[src/rtl/hazard_ctrl.sv]
// hazard_ctrl: stall/flush scheduler for the five-stage pipeline.
// Decides each cycle whether the D-stage instruction may advance, drives the
// PC/FD/DE/EM/MW register enables and clears, sequences the multiply/divide
// busy window and counts stall cycles for performance debug.
module hazard_ctrl #(
  parameter int unsigned MULT_CYCLES = 5,
  parameter int unsigned DIV_CYCLES  = 10,
  parameter int unsigned CNT_W       = 4
) (
  input  logic        clk,
  input  logic        reset,
  input  logic        freeze,
  input  logic [4:0]  D_rs,
  input  logic [4:0]  D_rt,
  input  logic [1:0]  D_Tuse_rs,
  input  logic [1:0]  D_Tuse_rt,
  input  logic        D_is_md,
  input  logic [4:0]  E_A3,
  input  logic [1:0]  E_Tnew,
  input  logic [4:0]  M_A3,
  input  logic [1:0]  M_Tnew,
  input  logic        E_start,
  input  logic        E_md_div,
  output logic        PC_en,
  output logic        FD_en,
  output logic        DE_en,
  output logic        DE_reset,
  output logic        EM_en,
  output logic        EM_reset,
  output logic        MW_en,
  output logic        md_busy,
  output logic        stall,
  output logic [31:0] stall_cnt
);

  typedef enum logic [0:0] {
    StIdle,
    StBusy
  } md_state_e;

  localparam logic [CNT_W-1:0] MultLoad = CNT_W'(MULT_CYCLES);
  localparam logic [CNT_W-1:0] DivLoad  = CNT_W'(DIV_CYCLES);
  localparam logic [CNT_W-1:0] CntOne   = {{(CNT_W-1){1'b0}}, 1'b1};

  md_state_e        state_q, state_d;
  logic [CNT_W-1:0] cnt_q, cnt_d;
  logic             md_busy_q;
  logic [31:0]      stall_cnt_q;

  logic stall_e_rs, stall_m_rs, stall_e_rt, stall_m_rt;
  logic stall_data, stall_md, stall_int;

  // Data-hazard detection: a source stalls when a younger producer will not
  // have its result ready by the time D needs it. Tuse = 3 never compares
  // below a 2-bit Tnew, so unused sources drop out naturally.
  always_comb begin
    stall_e_rs = (D_rs != 5'd0) && (D_rs == E_A3) && (D_Tuse_rs < E_Tnew);
    stall_m_rs = (D_rs != 5'd0) && (D_rs == M_A3) && (D_Tuse_rs < M_Tnew);
    stall_e_rt = (D_rt != 5'd0) && (D_rt == E_A3) && (D_Tuse_rt < E_Tnew);
    stall_m_rt = (D_rt != 5'd0) && (D_rt == M_A3) && (D_Tuse_rt < M_Tnew);
    stall_data = stall_e_rs | stall_m_rs | stall_e_rt | stall_m_rt;
    // A start in E this cycle already blocks HI/LO users, before busy rises.
    stall_md   = D_is_md & (md_busy_q | E_start);
    stall_int  = (stall_data | stall_md) & ~freeze;
  end

  // Busy sequencer next state: load on an accepted start, otherwise count
  // down. The MDU runs on its own, so freeze does not hold the countdown.
  always_comb begin
    state_d = state_q;
    cnt_d   = cnt_q;
    unique case (state_q)
      StIdle: begin
        if (E_start && !freeze) begin
          cnt_d   = E_md_div ? DivLoad : MultLoad;
          state_d = (cnt_d != '0) ? StBusy : StIdle;
        end
      end
      StBusy: begin
        // Restarts while busy are ignored.
        cnt_d = cnt_q - CntOne;
        if (cnt_q == CntOne) begin
          state_d = StIdle;
        end
      end
      default: begin
        state_d = StIdle;
        cnt_d   = '0;
      end
    endcase
  end

  // Busy sequencer state, counter and registered busy flag.
  always_ff @(posedge clk) begin
    if (reset) begin
      state_q   <= StIdle;
      cnt_q     <= '0;
      md_busy_q <= 1'b0;
    end else begin
      state_q   <= state_d;
      cnt_q     <= cnt_d;
      md_busy_q <= (cnt_d != '0);
    end
  end

  // Stall-cycle counter, saturating rather than wrapping.
  always_ff @(posedge clk) begin
    if (reset) begin
      stall_cnt_q <= 32'd0;
    end else if (stall_int && (stall_cnt_q != 32'hFFFF_FFFF)) begin
      stall_cnt_q <= stall_cnt_q + 32'd1;
    end
  end

  // Pipeline-register control decode: freeze beats stall beats normal flow.
  always_comb begin
    PC_en    = 1'b1;
    FD_en    = 1'b1;
    DE_en    = 1'b1;
    DE_reset = 1'b0;
    EM_en    = 1'b1;
    EM_reset = 1'b0;
    MW_en    = 1'b1;
    if (freeze) begin
      PC_en = 1'b0;
      FD_en = 1'b0;
      DE_en = 1'b0;
      EM_en = 1'b0;
      MW_en = 1'b0;
    end else if (stall_int) begin
      // Hold PC/FD, push a bubble into DE, let older stages drain.
      PC_en    = 1'b0;
      FD_en    = 1'b0;
      DE_reset = 1'b1;
    end
    // EM may not be on the global reset net, so clear it explicitly.
    if (reset) begin
      EM_reset = 1'b1;
    end
  end

  assign md_busy   = md_busy_q;
  assign stall     = stall_int;
  assign stall_cnt = stall_cnt_q;

endmodule
[config.mk]
export PLATFORM = sky130hd
export DESIGN_NAME = hazard_ctrl
export DESIGN_NICKNAME = d
export VERILOG_FILES = /design/src/rtl/hazard_ctrl.sv
export SDC_FILE = /design/constraint.sdc
export NUM_CORES = 1
export LEC_CHECK = 0
export ABC_AREA = 1
export CORE_ASPECT_RATIO = 1.75
export CORE_MARGIN = 2
export CORE_UTILIZATION = 54
export CTS_CLUSTER_SIZE = 20
export DETAILED_ROUTE_END_ITERATION = 10
export PLACE_DENSITY = 0.87
export SYNTH_ARGS = -nofsm -noshare
export SYNTH_HDL_FRONTEND = slang
export SYNTH_SLANG_ARGS = --single-unit
[constraint.sdc]
create_clock -name clk -period 3 [get_ports clk]
set_clock_uncertainty 0.05 [all_clocks]
set_input_delay 0.45 -clock clk [delete_from_list [all_inputs] [get_ports clk]]
set_output_delay 0.45 -clock clk [all_outputs]
set_load 0.005 [all_outputs]
# After elaboration in Yosys (flattened, before gate mapping)
# Index checks and enable logic that the tools add are counted.
[word_totals] wordCells=53 ff_bits=38 input_bits=34
[classes] n_mux=13 n_reduce_logical=15 n_eq_ne=6 n_lt_le_gt_ge=4 addsub=2 bitwise_logic=9
[ops] op="$add 32x1->32 const B" n=1
[ops] op="$ne 32x32->1 const B" n=1
[ops] op="$eq 5x5->1" n=4
[ops] op="$logic_and 1x1->1" n=10
[ops] op="$reduce_bool 5->1" n=2
[ops] op="$mux 1" n=9
[ops] op="$lt 2x2->1" n=4
[ops] op="$mux 4" n=2
[ops] op="$pmux 4 s2" n=1
[ops] op="$reduce_bool 4->1" n=2
[ops] op="$or 1x1->1" n=5
[ops] op="$eq 4x1->1 const B" n=1
[ops] op="$sub 4x1->4 const B" n=1
[ops] op="$and 1x1->1" n=2
[ops] op="$not 1->1" n=2
[ops] op="$pmux 1 s2" n=1
[ops] op="$logic_not 1->1" n=1

# Logic depth before layout (Yosys ltp)
# Gate-level depths: netlist (run 1).
[depth] depth_word=10 mapped_depth=14 mapped_depth_nobuf=14

# Least setup slack after synthesis (run 1)
# No wires, ideal clock.
[synth_path] kind="in2out" from="input M_Tnew[1]" to="output stall" n_path_buf=2 t_arrival_ns=1.753 cell_stages=12 slack_ns=0.747 path_cell_list="inv_1 -> ha_1 -> a21boi_0 -> nor3_1 -> nand2_1 -> nand2_1 -> nand2_1 -> nand3_2 -> clkbuf_1 -> nand2_1 -> inv_1 -> buf_4"
[synth_between] elab_chain_cells=7 word_cells_on_any_way=9 cone_classes="order compare (2); bitwise (5); reduce/logical (2)"
[synth_rtl] element="start: declaration" line="21" text="input logic [1:0] M_Tnew,"
[synth_rtl] element="$lt 2x2->1" line="58" text="stall_m_rs = (D_rs != 5'd0) && (D_rs == M_A3) && (D_Tuse_rs < M_Tnew);"
[synth_rtl] element="$logic_and 1x1->1" line="58"
[synth_rtl] element="$or 1x1->1 (2 in a row)" line="61" text="stall_data = stall_e_rs | stall_m_rs | stall_e_rt | stall_m_rt;"
[synth_rtl] element="$or 1x1->1 *" line="61"
[synth_rtl] element="$or 1x1->1 *" line="64" text="stall_int = (stall_data | stall_md) & ~freeze;"
[synth_rtl] element="$and 1x1->1 *" line="64"
[synth_rtl] element="end: declaration" line="32" text="output logic stall,"
# Mark *: on every way between the ends. The rest lies on a longest branch, timed or not.

# Final worst setup path (run 1)
[layout_path] from="input M_Tnew[1]" to="output PC_en"
[layout_between] elab_chain_cells=9 word_cells_on_any_way=11 cone_classes="order compare (2); mux (2); bitwise (5); reduce/logical (2)"
[layout_rtl] element="$lt 2x2->1" line="58"
[layout_rtl] element="$logic_and 1x1->1" line="58"
[layout_rtl] element="$or 1x1->1 (2 in a row)" line="61"
[layout_rtl] element="$or 1x1->1 *" line="61"
[layout_rtl] element="$or 1x1->1 *" line="64"
[layout_rtl] element="$and 1x1->1 *" line="64"
[layout_rtl] element="$mux 1 *" line="130" text="end else if (stall_int) begin"
[layout_rtl] element="$mux 1 *" line="124" text="if (freeze) begin"
[layout_rtl] element="end: declaration" line="24" text="output logic PC_en,"
# Marks and branches as above.

==> impl_metrics.tcl, run 1 <==
set metrics [dict create \
    synth_area_per_cell_sq_um 5.934 \
    worst-setup-path-type "input pin to output pin" \
    antenna_cells 0 \
    clk_latency_ps 300 \
    status "completed" \
    use_met2_pct 58.78 \
    worst_slew_pin_slew_ps 585.7 \
    timing.setup.tns_ps 0 \
    nFillCells 481 \
    wirelength_mm 9.196 \
    ir_drop_v 0.0002353 \
    cts_tree "yes" \
    ys_types 29 \
    antenna_left 0 \
    ys_warn_count 0 \
    cp_num_buf_inv 3 \
    maxCapViolCount 0 \
    clock_sinks 38 \
    cts-root-buf "clkbuf_8" \
    htree_levels 2 \
    critical_path.cell_chain "clkdlybuf4s50_1 -> inv_1 -> ha_1 -> a21boi_2 -> nor2_1 -> nand3_1 -> nand2_1 -> nand2_2 -> nand3_4 -> nor2_4 -> clkdlybuf4s50_1" \
    grt_pass1_vias 3359 \
    total_power_mw 1.111 \
    yosysSeqAreaShare_pct 25.39 \
    cts_buffers 5 \
    first_pass_iters 4 \
    max_stage_delay_ps 500 \
    io_pins 75 \
    core_sq_mm 0.005299 \
    maxSlewViolCount 0 \
    globalplace.congestion 0.9644 \
    ys_seq_elements 38 \
    p_per_area_mw_per_mm2 287.1 \
    area_growth_pct 29.06 \
    die_h_um 102.5 \
    rsz0062_at_grt "false" \
    viasPerCell 5.432 \
    max-clock-path-buffers 2 \
    crit_path_max_fanout 3 \
    syn_nets 546 \
    initial_core_util_pct 56.55 \
    drive_above_1_share_pct 4.912 \
    hold_ws_ps 447.9 \
    fin_crit_sh_pct 95.49 \
    hold_viol 0 \
    dp_hpwl_mm 7.057 \
    setup_viol_count_final 0 \
    io_buffers 74 \
    path_common_cell "clkdlybuf4s50_1" \
    grt_util_all_layers_pct 31.31 \
    grt-busiest-layer "met2" \
    drc_errors 0 \
    fmax_ghz 0.3491 \
    drtIter0Drc 247 \
    grt_max_degree 37 \
    met3_usage_pct 5.772 \
    die_area_sq_mm 0.006184 \
    worst_setup_path_end_kind "output pin" \
    use_met1_pct 28.94 \
    core.rowCount 35 \
    min_period_ps 2865 \
    die_w_um 60.31 \
    cp_slowest_cell "clkdlybuf4s50_1" \
    finalNetCount 611 \
    wire_per_inst_um 14.28 \
    cp.arrival_ps 2360 \
    clk_pin_slew_ps 70 \
    num_vias 3498 \
    syn_area_sq_mm 0.002997 \
    cp-start-kind "input pin" \
    antenna_found_initial 0 \
    synth_cells 505 \
    grt-ovfl-total 0 \
    grt_first_pass_wirelength_mm 14.70 \
    maxSlewHeadroom_pct 60.65 \
    holdCritPathClass "flop to flop" \
    critical-path-top-delay-family "buffers and inverters" \
    critPathRequiredTime_ps 2500 \
    p_leak_nw 1.572 \
]
-- cell usage after synthesis --
cell type	number	area share [%]
nor2_1	59	7.4
dfxtp_1	38	25
o22ai_1	1	0.21
clkbuf_1	13	1.6
nor3_2	1	0.33
nand2_1	168	21
a21oi_1	36	6.0
nand4_1	34	7.1
nor2_2	1	0.21
buf_4	5	1.3
clkinv_1	1	0.13
xor2_1	16	4.7
or2_2	1	0.21
xnor2_1	4	1.2
nand3_1	18	3.0
nor3_1	15	2.5
inv_1	56	7.0
a21boi_0	2	0.50
ha_1	7	2.9
nand3b_1	5	1.3
a41oi_1	2	0.58
o21bai_1	1	0.25
o21ai_0	9	1.5
buf_6	3	1.1
nand3_2	4	1.3
inv_2	2	0.25
nor2_4	1	0.38
nand2_2	1	0.21
nand4_2	1	0.42
-- report_power, final --
group / internal (mW) / switching, mW
sequential: 0.515 / 0.00821
clock: 0.156 / 0.189
combinational: 0.109 / 0.133
total: 0.780 / 0.330
-- final cells by class --
cell class	count	area, sq um	share of cell area, %
Multi-Input combinational cell	387	1918	49.60
Timing Repair Buffer	79	795.8	20.58
Clock inverter	2	10.01	0.2588
Inverter	59	221.5	5.726
Clock buffer	5	68.82	1.779
Tap cell	74	92.59	2.394
Sequential cell	38	760.7	19.67
-- sequential cells by signal, summed over array words and instances (netlist names) --
name	cells
stall_cnt	32
state_q	1
cnt_q	4
md_busy	1
-- through the flow --
stage / utilization [%] / setup slack [ps] / instance area, sq um / std cells
global route: 72.99 / 22.21 / 3867 / 644
floorplan: - / 746.6 / 2997 / 505
detailed placement: 70.96 / 28.22 / 3760 / 637
CTS: 72.44 / 26.49 / 3839 / 644
global placement: 70.96 / 91.02 / 3760 / 637
finish: 72.99 / 135.3 / 3867 / 644
-- worst paths after layout --
kind                      start            end  slack [ps]  cells past startpoint
setup / recovery      M_Tnew[1]          PC_en         140                     11
hold / removal    stall_cnt[31]  stall_cnt[31]         450                      2
setup reg to reg   stall_cnt[0]  stall_cnt[26]         760                      9
hold reg to reg   stall_cnt[31]  stall_cnt[31]         450                      2
-- what timing repair did --
action,in CTS,in global routing
setup buffers,0,0
hold buffers,0,0
hold endpoints to repair,0,0
endpoints found under the setup margin,0,4
resized for setup,0,9
-- placed cells by master (no fill, tap or decap), drive strengths merged --
master and n:
or2 1, xor2 16, o22ai 1, inv 58
ha 7, buf 5, o21bai 1, a41oi 2
a21oi 36, a21boi 2, xnor2 4, nor3 16
o21ai 9, nand3 22, clkdlybuf4s50 72, clkinv 3
nor2 61, nand4 35, clkbuf 5, dfxtp 38
nand2 169, nand3b 5, dlymetal6s2s 2
-- logic make-up after synthesis --
kind of cell	count (synthesis)	share of synthesized area, %
xor+xnor	20	5.845
fa+ha+maj	7	2.923
flops	38	25.39
compound gates	51	9.061
buf+inv	80	11.40
simple gates	309	45.39
-- metal layers --
layer / wire length (um) / share of wire [%]
met1: 3188 / 35
met2: 4995 / 54
met3: 412 / 4.5
met4: 600 / 6.5
met5: 0 / 0
-- worst min-delay path, stage by stage (launching register included) --
cell and delay [ps]:
dfxtp_1 340, nand2_1 70, a21oi_1 50
Note: power is estimated with default switching activity, not from simulation.
==> run 2: changes to the inputs <==
CORE_MARGIN = default   (was 2)
SKIP_LAST_GASP = 1   (was default)
SLEW_MARGIN = 10   (was default)
==> impl_metrics.tcl, run 2 (synthesized netlist as in run 1, its figures left out) <==
set metrics [dict create \
    total_power_mw 1.110 \
    viasPerCell 5.479 \
    grt-ovfl-total 0 \
    wirelength_mm 9.322 \
    drtIter0Drc 256 \
    layout_common_cells "nand2_1, clkdlybuf4s50_1, nor2_1, inv_1, dfxtp_1" \
    mostFrequentLayoutCell "nand2_1" \
    cts_buffers 5 \
    dpl_cell_area_sq_mm 0.003762 \
    grt_pass1_vias 3363 \
    fmax_ghz 0.3475 \
    place_ws_ps 76.61 \
    initial_core_util_pct 56.55 \
    ir_drop_v 0.0002164 \
    cts-root-buf "clkbuf_8" \
    antenna_found_initial 0 \
    max_stage_delay_ps 510 \
    p_leak_nw 1.578 \
    grt_max_degree 37 \
    worst_setup_path_end_kind "output pin" \
    wire_per_inst_um 14.41 \
    finalNonFillerCells 647 \
    hold_viol 0 \
    io_buffers 74 \
    finalNetCount 614 \
    final_cell_area_sq_mm 0.003860 \
    fin_crit_sh_pct 95.91 \
    clk_pin_slew_ps 70 \
    clk_latency_ps 290 \
    status "completed" \
    grt_util_all_layers_pct 33.33 \
    rsz0062_at_grt "true" \
    core.rowCount 35 \
    dp_cells 639 \
    cts_tree "yes" \
    clock_sinks 38 \
    largest_reg_flops 32 \
    cp-start-kind "input pin" \
    crit_path_max_fanout 3 \
    drc_errors 0 \
    worst_slew_pin_slew_ps 614.9 \
    max-clock-path-buffers 2 \
    critical_path.cell_chain "clkdlybuf4s50_1 -> inv_1 -> ha_1 -> a21boi_1 -> nor2_1 -> nand3_1 -> nand2_1 -> nand2_1 -> nand3_2 -> nor2_2 -> clkdlybuf4s50_1" \
    holdCritPathClass "flop to flop" \
    io_pins 75 \
    critPathRequiredTime_ps 2500 \
    worst-setup-path-type "input pin to output pin" \
    critical-path-top-delay-family "buffers and inverters" \
    drive_above_1_share_pct 5.061 \
    antenna_cells 0 \
    maxCapViolCount 0 \
    globalplace.congestion 0.9968 \
    grt_first_pass_wirelength_mm 15.08 \
    core_sq_mm 0.005299 \
    htree_levels 2 \
    area_growth_pct 28.81 \
    maxSlewHeadroom_pct 58.69 \
    cp_num_buf_inv 3 \
    ctsHoldBuffers 0 \
    die_w_um 58.31 \
    min_period_ps 2877 \
    num_vias 3545 \
    die_area_sq_mm 0.005863 \
    cp_slowest_cell "clkdlybuf4s50_1" \
    setup_ws_ps 122.6 \
    dp_hpwl_mm 7.163 \
    setup_viol_count_final 0 \
    cp.arrival_ps 2380 \
    hold_ws_ps 463.6 \
    die_h_um 100.5 \
    p_per_area_mw_per_mm2 287.5 \
    nFillCells 456 \
    final_core_util_pct 72.85 \
    timing.setup.tns_ps 0 \
    antenna_left 0 \
    first_pass_iters 5 \
    maxSlewViolCount 0 \
]
-- run 2: changes by cell type in the layout (fill, tap and decap cells not counted), sizes merged --
cell	previous run	this run
buf	5	8
-- run 2: final cells by class --
cell class                 instances  area, sq um  area share [%]
clock buffer                       5        68.82           1.783
clock inverter                     2        10.01          0.2593
inverter                          59        221.5           5.737
multi-input combinational        387         1901           49.24
sequential                        38        760.7           19.71
tap                               74        92.59           2.399
timing repair buffer              82        805.8           20.88
-- run 2: timing repair --
| item | in CTS | in global routing |
|---|---|---|
| endpoints found under the setup margin | 0 | 4 |
| buffers inserted | 0 | 1 |
| resized for setup | 0 | 6 |
-- run 2: worst reg2reg max path, stage by stage (launching register included) --
cell	delay, ps
dfxtp_1	500
nand3_2	190
nor2_2	300
nand3_2	220
nor2_1	370
xor2_1	180
nand4_1	100
a21oi_1	190
-- run 2: path summary, 6_finish.rpt --
check,startpoint,end,slack [ps],cells past startpoint
max,M_Tnew[1],PC_en,120,11
min,stall_cnt[22],stall_cnt[22],460,2
max reg2reg,stall_cnt[2],stall_cnt[15],830,7
min reg2reg,stall_cnt[22],stall_cnt[22],460,2
-- run 2: per-layer routing --
layer	share of wire, %	up-vias	routed length [um]	track usage, %
met4	5.9	0	550	20.70
met2	54	148	5039	63.31
met1	35	1590	3281	31.49
li1	-	1763	-	-
met5	0	-	0	0
met3	4.8	44	451	6.162
-- run 2: power breakdown --
part / leakage (nW) / switching [mW] / internal [mW]
clock network: 0.0438 / 0.187 / 0.156
logic: 1.23 / 0.133 / 0.110
registers: 0.308 / 0.00830 / 0.515
==> run 3: changes to the inputs <==
TNS_END_PERCENT = 20   (was default)
==> impl_metrics.tcl, run 3 (synthesized netlist as in run 1, its figures left out) <==
set metrics [dict create \
    maxSlewViolCount 0 \
    antenna_found_initial 0 \
    cts_buffers 5 \
    grt-ovfl-total 0 \
    drtIter0Drc 255 \
    clk_latency_ps 290 \
    ir_drop_v 0.0002126 \
    wire_per_inst_um 14.39 \
    viasPerCell 5.467 \
    holdCritPathClass "flop to flop" \
    p_leak_nw 1.558 \
    cp-endpoint "stall" \
    startpoint "D_rs[0]" \
    layout_common_cells "nand2_1, clkdlybuf4s50_1, nor2_1, inv_1, dfxtp_1" \
    first_pass_iters 7 \
    worst_setup_path_end_kind "output pin" \
    grt_pass1_vias 3363 \
    crit_path_max_fanout 3 \
    hold_viol 0 \
    cts-root-buf "clkbuf_8" \
    p_per_area_mw_per_mm2 288.0 \
    grt_util_all_layers_pct 33.33 \
    globalplace.congestion 0.9968 \
    post_cts_buffers 0 \
    num_vias 3532 \
    setup_viol_count_final 0 \
    worst-setup-path-type "input pin to output pin" \
    io_pins 75 \
    io_buffers 74 \
    clk_pin_slew_ps 80 \
    r2r-start "stall_cnt[0]" \
    r2r_cells 9 \
    antenna_left 0 \
    antenna_cells 0 \
    fmax_ghz 0.3410 \
    timing.setup.tns_ps 0 \
    finalNetCount 613 \
    initial_core_util_pct 56.55 \
    dp_hpwl_mm 7.163 \
    total_power_mw 1.109 \
    cp-start-kind "input pin" \
    max-clock-path-buffers 2 \
    cp.arrival_ps 2430 \
    wirelength_mm 9.294 \
    cts_tree "yes" \
    htree_levels 2 \
    area_growth_pct 28.48 \
    die_w_um 58.31 \
    hold_ws_ps 462.4 \
    final_cell_area_sq_mm 0.003850 \
    drc_errors 0 \
    fin_crit_sh_pct 97.77 \
    ctsHoldBuffers 0 \
    worst_slew_pin_slew_ps 616.6 \
    die_h_um 100.5 \
    core.rowCount 35 \
    maxCapViolCount 0 \
    maxSlewHeadroom_pct 58.58 \
    grt_first_pass_wirelength_mm 15.08 \
    clock_sinks 38 \
    grt_max_degree 37 \
    largest_reg_flops 32 \
    ctsResizeCount 0 \
    min_period_ps 2933 \
    status "completed" \
    critPathRequiredTime_ps 2500 \
    core_sq_mm 0.005299 \
    dpl_cell_area_sq_mm 0.003762 \
    final_core_util_pct 72.66 \
    rsz0062_at_grt "true" \
    die_area_sq_mm 0.005863 \
    reg2reg_slack_ps 840 \
    mostFrequentLayoutCell "nand2_1" \
    rr_endpoint "stall_cnt[26]" \
    drive_above_1_share_pct 4.895 \
]
## run 3: worst min-delay path by stage
stage	start	end	slack [ps]	depth (start not counted)
final	stall_cnt[31]	stall_cnt[31]	460	2
after global routing	stall_cnt[31]	stall_cnt[31]	480	2
after CTS	stall_cnt[31]	stall_cnt[31]	460	2
after detailed placement	stall_cnt[31]	stall_cnt[31]	440	2
after global placement	stall_cnt[31]	stall_cnt[31]	430	2
after floorplan	stall_cnt[31]	stall_cnt[31]	430	2
## run 3: critical path: stages
cell	delay, ps
clkdlybuf4s50_1	530
inv_1	90
nand2_1	120
nand3_1	90
nor2_1	160
nand3_1	90
nand2_1	100
nand2_1	70
nand3_2	110
nand2_1	60
inv_1	70
clkdlybuf4s50_1	500
## run 3: metal layers
| metal | up-vias | wire length (um) | global-route usage [%] |
|---|---|---|---|
| met5 | - | 0 | 0 |
| met4 | 0 | 528 | 20.70 |
| met3 | 42 | 423 | 6.162 |
| met2 | 137 | 5011 | 63.31 |
| met1 | 1593 | 3330 | 31.49 |
| li1 | 1760 | - | - |
## run 3: report_power, final
group | switching (mW) | leakage (nW) | total (mW) | internal, mW
Clock | 0.188 | 0.0438 | 0.344 | 0.156
Sequential | 0.00831 | 0.308 | 0.523 | 0.515
Combinational | 0.133 | 1.21 | 0.241 | 0.108
Total | 0.329 | 1.56 | 1.11 | 0.780
## run 3: area by class of cell
cell class                      instances  area (sq um)
Timing Repair Buffer                   81         795.8
Inverter                               59         221.5
Multi-Input combinational cell        387          1901
Clock buffer                            5         68.82
Fill cell                             456          1449
Sequential cell                        38         760.7
Tap cell                               74         92.59
Clock inverter                          2         10.01
## run 3: through the flow
step           worst slack, ps  instances
3_3_place_gp             89.25        639
2_1_floorplan            746.6        505
6_report                 67.02        646
5_1_grt                 -31.48        646
3_5_place_dp             76.61        639
4_1_cts                  74.75        646
